===== src/rtl/mlab_sr_pkg.sv =====
// Shared constants for the MLAB shift-register front-end.
// Holds geometry, pipeline latency and FSM state codes.
package mlab_sr_pkg;

   localparam int DATA_WIDTH_DEF = 19;
   localparam int ADDR_WIDTH_DEF = 5;
   localparam int WORD_WIDTH     = DATA_WIDTH_DEF + 1;
   localparam int DEPTH          = 1 << ADDR_WIDTH_DEF;
   localparam int PIPE_LAT       = 5;
   localparam int MIN_DELAY      = 2;

   localparam logic [1:0] ST_IDLE = 2'd0;
   localparam logic [1:0] ST_FILL = 2'd1;
   localparam logic [1:0] ST_RUN  = 2'd2;

endpackage


===== src/rtl/mlab_sr_err_track.sv =====
// Sticky parity-error flag and saturating error counter.
// A counted error takes priority over a same-cycle clear.
module mlab_sr_err_track
   import mlab_sr_pkg::*;
#(
   parameter int CNT_WIDTH = 8
) (
   input  logic                 clk,
   input  logic                 arst,
   input  logic                 ena,
   input  logic                 hit,
   input  logic                 clear,
   output logic                 sticky,
   output logic [CNT_WIDTH-1:0] count
);

   always_ff @(posedge clk or posedge arst) begin
      if (arst) begin
         sticky <= 1'b0;
         count  <= '0;
      end else if (ena) begin
         if (hit) begin
            sticky <= 1'b1;
            if (clear)
               count <= CNT_WIDTH'(1);
            else if (count != '1)
               count <= count + 1'b1;
         end else if (clear) begin
            sticky <= 1'b0;
            count  <= '0;
         end
      end
   end

endmodule


===== src/rtl/mlab_sr_driver.sv =====
// Front-end for the 20x32 MLAB shift-register array: parity insertion,
// circular delay-line addressing, output alignment and error tracking.
module mlab_sr_driver
   import mlab_sr_pkg::*;
#(
   parameter int DATA_WIDTH    = DATA_WIDTH_DEF,
   parameter int ADDR_WIDTH    = ADDR_WIDTH_DEF,
   parameter int DEFAULT_DELAY = 16,
   parameter int CNT_WIDTH     = 8
) (
   input  logic                  clk,
   input  logic                  arst,
   input  logic                  ena,
   input  logic [DATA_WIDTH-1:0] din,
   input  logic [ADDR_WIDTH-1:0] delay,
   input  logic                  delay_load,
   input  logic                  err_clear,
   output logic [DATA_WIDTH:0]   sr_din,
   output logic                  sr_we,
   output logic [ADDR_WIDTH-1:0] sr_wraddr,
   output logic [ADDR_WIDTH-1:0] sr_rdaddr,
   output logic                  sr_parity_in,
   input  logic [DATA_WIDTH:0]   sr_dout,
   input  logic                  sr_parity_err,
   output logic [DATA_WIDTH-1:0] dout,
   output logic                  dout_valid,
   output logic                  dout_perr,
   output logic                  err_sticky,
   output logic [CNT_WIDTH-1:0]  err_count
);

   localparam int CW = ADDR_WIDTH + 1;

   logic [1:0]            state;
   logic [ADDR_WIDTH-1:0] wr_ptr;
   logic [ADDR_WIDTH-1:0] d_reg;
   logic [ADDR_WIDTH-1:0] d_new;
   logic [ADDR_WIDTH-1:0] d_eff;
   logic [CW-1:0]         fill_cnt;
   logic [CW-1:0]         fill_tgt;
   logic                  adv;
   logic [DATA_WIDTH-1:0] d1;
   logic [DATA_WIDTH-1:0] d2;
   logic                  p2;
   logic                  unused_par;

   // A delay load while idle is a pure configuration cycle.
   assign adv = ena && !((state == ST_IDLE) && delay_load);

   assign d_new = (delay < ADDR_WIDTH'(MIN_DELAY)) ?
                  ADDR_WIDTH'(MIN_DELAY) : delay;
   assign d_eff = delay_load ? d_new : d_reg;
   assign fill_tgt = CW'(d_reg) + CW'(PIPE_LAT);

   assign sr_parity_in = 1'b0;
   assign unused_par   = sr_dout[DATA_WIDTH];

   always_ff @(posedge clk or posedge arst) begin
      if (arst) begin
         sr_din    <= '0;
         sr_we     <= 1'b0;
         sr_wraddr <= '0;
         sr_rdaddr <= '0;
         wr_ptr    <= '0;
         d1        <= '0;
         d2        <= '0;
         p2        <= 1'b0;
         dout      <= '0;
         dout_perr <= 1'b0;
      end else if (adv) begin
         sr_din    <= {~^din, din};
         sr_we     <= 1'b1;
         sr_wraddr <= wr_ptr;
         sr_rdaddr <= wr_ptr - d_eff;
         wr_ptr    <= wr_ptr + 1'b1;
         d1        <= sr_dout[DATA_WIDTH-1:0];
         d2        <= d1;
         p2        <= sr_parity_err;
         dout      <= d2;
         dout_perr <= p2;
      end
   end

   always_ff @(posedge clk or posedge arst) begin
      if (arst) begin
         state      <= ST_IDLE;
         d_reg      <= ADDR_WIDTH'(DEFAULT_DELAY);
         fill_cnt   <= '0;
         dout_valid <= 1'b0;
      end else if (ena) begin
         if (delay_load)
            d_reg <= d_new;
         case (state)
            ST_IDLE: begin
               if (!delay_load) begin
                  state    <= ST_FILL;
                  fill_cnt <= CW'(1);
               end
            end
            ST_FILL: begin
               if (delay_load) begin
                  fill_cnt <= '0;
               end else if (fill_cnt + 1'b1 == fill_tgt) begin
                  dout_valid <= 1'b1;
                  state      <= ST_RUN;
               end else begin
                  fill_cnt <= fill_cnt + 1'b1;
               end
            end
            ST_RUN: begin
               if (delay_load) begin
                  state      <= ST_FILL;
                  fill_cnt   <= '0;
                  dout_valid <= 1'b0;
               end
            end
            default: state <= ST_IDLE;
         endcase
      end
   end

   mlab_sr_err_track #(
      .CNT_WIDTH(CNT_WIDTH)
   ) u_err (
      .clk   (clk),
      .arst  (arst),
      .ena   (ena),
      .hit   (dout_valid && dout_perr),
      .clear (err_clear),
      .sticky(err_sticky),
      .count (err_count)
   );

endmodule


===== config.mk =====
export PLATFORM = sky130hd
export DESIGN_NAME = mlab_sr_driver
export DESIGN_NICKNAME = d
export VERILOG_FILES = /design/src/rtl/mlab_sr_pkg.sv /design/src/rtl/mlab_sr_err_track.sv /design/src/rtl/mlab_sr_driver.sv
export SDC_FILE = /design/constraint.sdc
export NUM_CORES = 1
export LEC_CHECK = 0
export CORE_ASPECT_RATIO = 0.7
export CORE_MARGIN = 8
export CORE_UTILIZATION = 45
export CTS_CLUSTER_DIAMETER = 60
export DETAILED_ROUTE_END_ITERATION = 16
export DONT_BUFFER_PORTS = 1
export GPL_TIMING_DRIVEN = 0
export PLACE_DENSITY_LB_ADDON = 0.25
export SLEW_MARGIN = 10
export SYNTH_ARGS = -nofsm -noshare
export SYNTH_HDL_FRONTEND = slang
export SYNTH_HIERARCHICAL = 1
export SYNTH_SLANG_ARGS = --single-unit

===== constraint.sdc =====
create_clock -name clk -period 3.9 [get_ports clk]
set_input_delay 0.975 -clock clk [delete_from_list [all_inputs] [get_ports clk]]
set_output_delay 0.975 -clock clk [all_outputs]
set_load 0.01 [all_outputs]

* Word-level counts from Yosys, hierarchy flattened *
Index checks and enable logic that the tools add are counted.

operators by class
  reductions and logical operators = 15
  order comparisons = 1
  eq/ne operators = 9
  multiplexer cells = 22
  add/sub/neg operators = 5

operator list
  cell                   number
  $mux W8                4
  $mux W6                4
  $reduce_xnor A19 Y1    1
  $pmux W6 S3            1
  $reduce_and A5 Y1      3
  $mux W5                2
  $add A8 B1 Y8 const B  1
  $mux W2                4
  $ne A2 B2 Y1 const B   4
  $ne A8 B8 Y1 const B   1
  $add A5 B3 Y6 const B  1
  $add A6 B1 Y6 const B  1
  $eq A6 B6 Y1           1
  $pmux W2 S3            1
  $reduce_bool A2 Y1     3
  $add A5 B1 Y5 const B  1
  $lt A5 B2 Y1 const B   1
  $mux W1                5
  $sub A5 B5 Y5          1
  $logic_and A1 B1 Y1    3
  $ne A3 B3 Y1 const B   1
  $reduce_and A3 Y1      1
  $reduce_bool A3 Y1     1
  $eq A2 B1 Y1 const B   1
  5 further kinds        5

word-level totals
  flip-flop bits (word level) = 118
  output and inout bits = 62
  word-level logic and storage cells = 68
  input port bits = 50

* Depth between registers and ports, before layout *
  depth after elaboration = 5
  mapped depth = 11
  depth with buffers taken out = 10

* By module *
The synthesis kept the hierarchy.

modules (own cells, without submodules)
  module             times used  seq. area each (µm²)  cells an instance  area each (µm²)
  mlab_sr_driver     1           2728.9                540                4908.5
  mlab_sr_err_track  1           225.2                 61                 556.8

* Least setup slack after synthesis *
No wires, ideal clock.

  path kind = input port to flip-flop
  start point = in delay_load
  end point = reg sr_rdaddr[4]
  path buffers = 1
  library setup time = 135 ps
  slack = 1102 ps
  data required time = 3765 ps
  data arrival time = 2663 ps
  cell stages on the path = 10
  cells stage by stage = clkbuf_1 -> inv_1 -> a22o_1 -> ha_1 -> fa_1 -> inv_1 -> a21o_1 -> a21oi_1 -> xnor2_1 -> o21ai_0

between the ends
  elaborated cells between the ends (all ways) = 5
  those cells by class = 1 x add/sub; 1 x mux; 3 x reduce/logical

RTL lines
  what                    line                  RTL
  start: declaration      mlab_sr_driver.sv:16  input logic delay_load,
  $mux W5                 -
  via d_eff[0]            mlab_sr_driver.sv:38  logic [ADDR_WIDTH-1:0] d_eff;
  $sub A5 B5 Y5           mlab_sr_driver.sv:74  sr_rdaddr <= wr_ptr - d_eff;
  end signal: assignment  mlab_sr_driver.sv:74
  end: declaration        mlab_sr_driver.sv:21  output logic [ADDR_WIDTH-1:0] sr_rdaddr,

The timed path passes the listed nets, and every way through them passes these cells.
A chain may end at the register's enable or synchronous reset.

* Worst setup path in the final report *
Same ends and word-level chain as after synthesis.

==> metrics.md <==
| Metric | Value |
|---|---|
| Worst min path class | `primary input to asynchronous set/reset pin` |
| CP Data Arrival Time | `just under 3 ns` |
| Seq/Total Area, Yosys | `54.05%` |
| Final non-filler cell total | `791` |
| Maximum VDD drop | `approximately 0.37 mV` |
| Unrepaired setup endpoints after global routing | `no` |
| Syn Area/Cell | `~9 um2` |
| Clock buffer depth | `2` |
| Largest net degree at the start of global routing | `80` |
| Final net count | `684` |
| Synthesized instance count | `between 600 and 700` |
| Clk_lat worst skew | `~0.40 ns` |
| Placed cell area | `5694 um2` |
| Die footprint | `approximately 16,000 um2` |
| Cts hold-fix bufs | `0` |
| Synth Area in XOR/XNOR | `between 5 and 6%` |
| Post-route design area | `~6400 um2` |
| GRT Overall Usage | `around 17%` |
| Max Slew Vio Count | `0` |
| Postcts setup bufs | `0` |
| Mapped cell area | `5465 um2` |
| Clock Skews | `0.007996 ns` |
| Post-synthesis sequential element count | `approximately 120` |
| Slew @ Worst Pin | `0.5361 ns` |
| Die H | `~110 um` |
| Unique masters post-synth | `57` |
| Max Cap Viol | `0` |
| Simple-gate share of the synthesized area | `24.02%` |
| Critical path endpoint category | `flip-flop` |
| Largest family of logic cells by synthesized area | `simple AND/OR/NAND/NOR gates` |
| PortBufs | `0` |
| Core Box Area | `~12,000 um2` |
| Number of CTS-inserted buffers | `17` |
| PwrDens | `772.6 nW/um2` |
| Inserted Diodes | `0` |
| Vias in the first global route | `between 4,000 and 5,000` |
| First-pass GRT wire length | `roughly 21,000 um` |
| FMAX | `around 0.37 GHz` |
| Post-synthesis compound-gate area fraction | `between 8 and 9%` |
| Drt pass-1 iters | `4` |
| Total Power | `between 0.004 and 0.005 W` |
| Remaining DRCs | `0` |
| Starting Density | `a little under half` |
| Boundary pin count | `around 110` |
| Die X | `between 100 and 150 um` |
| Final setup fails | `0` |
| # resized after CTS | `0` |
| Initial antenna violation count | `0` |
| Vias per inst | `approximately 5.1` |
| Worst-path fanout max | `9` |
| Dpl hpwl | `approximately 9300 um` |
| Outcome | `finished clean` |
| H-tree Lvls | `4` |
| Share of layout cells above drive strength 1 | `around 8.4%` |
| Total length of routed wires | `12,850 um` |
| Final Cycle Share | `slightly below 70%` |
| Synth Warn # | `6` |
| Clk slew on worst S/H paths | `0.05 ns` |
| CTS tree | `built` |
| Remaining global-route overflow | `0` |
| Initial drt markers | `about 260` |
| Pleak | `between 3 and 4 nW` |
| EDFF count, synth | `0` |
| Clk root buf | `clkbuf_16` |
| DP Cell Count | `between 700 and 800` |
| Final Hold Fails | `0` |
| Setup_tns | `0 ns` |
| Fillers | `~1,100` |
| Final worst slack | `~1.2 ns` |
| Syn nets | `664` |
| ANT nets after route | `0` |
| GP Congestion | `0.8429` |
| Asr flop ratio synth | `100.0%` |
| Reg2reg path depth | `8` |
| P&R area growth vs syn | `16.37%` |
| WL/cell | `approximately 16 um` |
| Pre-CTS setup slack | `roughly 0.80 ns` |
| Main synth FF type | `dfrtp_1` |
| Clk sinks | `about 120` |
| Synth Area in Adders | `between 3 and 4%` |
| Via count | `a little over 4,000` |
| Tmin final | `2.682 ns` |
| Max reg flops | `20` |
| Post-synthesis mux area share | `~1.4%` |
| Largest reg by FF count | `sr_din` |
| Num rows | `33` |
| WS Path Type | `primary input to flip-flop` |
| Slew headroom | `about 64%` |
| CP required | `4.16 ns` |
| CP startpoint kind | `primary input` |
==> cell type report <==
class | count | area [um2] | share of cell area, %
timing repair buffer | 1 | 27.53 | 0.4328
sequential | 118 | 2954 | 46.45
tap | 157 | 196.4 | 3.089
buffer | 26 | 103.9 | 1.633
inverter | 16 | 65.06 | 1.023
multi-input combinational | 441 | 2347 | 36.91
clock inverter | 12 | 198.9 | 3.128
clock buffer | 20 | 466.7 | 7.338
==> synth_stat cells, types with 5 or more instances <==
master	count	area [um2]
nand3_1	7	35.03
a21oi_1	11	55.05
xor2_1	7	61.31
nand2_1	264	991.0
dfrtp_1	117	2928
inv_1	16	60.06
nand2b_1	5	31.28
clkbuf_1	21	78.83
o21ai_0	19	95.09
ha_1	12	150.1
xnor2_1	30	262.8
nor2_1	11	41.29
==> cell usage in the layout, fill, tap and decap left out, types with 3 or more instances in the layout <==
cell       count
and2_1         4
mux2_2         3
nor2_1        11
nand4_1        4
xnor2_1       30
inv_1         15
mux2i_1        4
nand3b_1       3
a21o_1         4
o21ai_0       19
xor2_1         7
clkinv_4       3
clkbuf_1      21
nand3_1        7
dfrtp_1      117
nand2_1      264
clkbuf_16     17
a31oi_1        4
ha_1          12
bufinv_16      5
clkinv_2       3
a21oi_1       11
clkbuf_8       3
a21bo_2        3
nand2b_1       5
nor2b_1        4
==> kinds of logic (layout without fill, tap and decap cells) <==
| family | Yosys count | in the layout |
|---|---|---|
| compound gates | 66 | 66 |
| xor+xnor | 37 | 37 |
| fa+ha+maj | 13 | 13 |
| buf+inv | 42 | 75 |
| flops | 118 | 118 |
| mux | 7 | 7 |
| other cells | 1 | 1 |
| simple gates | 317 | 317 |
==> path summary, 6_finish.rpt <==
path	from	to	slack [ns]
worst max-delay path	delay_load	sr_rdaddr[4]	1.22
worst min-delay path	arst	d2[11]	0.40
worst max register to register	state[0]	dout[15]	1.57
worst min register to register	d1[17]	d2[17]	0.46
max in group asynchronous	arst	wr_ptr[4]	2.83
min in group clk	d1[17]	d2[17]	0.46
==> metrics by stage <==
step	hold WS, ns	util (%)
floorplan	0.4386	-
global placement	0.4484	48.11
detailed placement	0.4471	48.39
CTS	0.4011	54.05
global route	0.4153	54.05
finish	0.4042	54.05
==> critical path, cell delays in order <==
cell and delay (ns):
clkbuf_1 0.33, inv_1 0.21, a22o_1 0.31, ha_1 0.21, fa_1 0.41, inv_1 0.07
a21o_1 0.10, a21oi_1 0.07, xnor2_1 0.16, o21ai_0 0.08
==> power breakdown <==
group          internal (W)  switching (W)  leakage (nW)
logic              0.000424       0.000627          1.39
registers           0.00166       0.000462          1.48
clock network       0.00118       0.000552         0.326
total               0.00327        0.00164          3.19
==> routing by layer <==
metal  wire length (um)  track usage (%)  part of all wire, %  vias up
li1                   -                -                    -     1986
met4                146            5.221                  1.1        0
met3               1227            7.551                  9.6       15
met1               5782            21.39                   45     1943
met2               5689            25.10                   44       98
met5                  0                0                    0        -
Note: power is estimated with default switching activity, not from simulation.
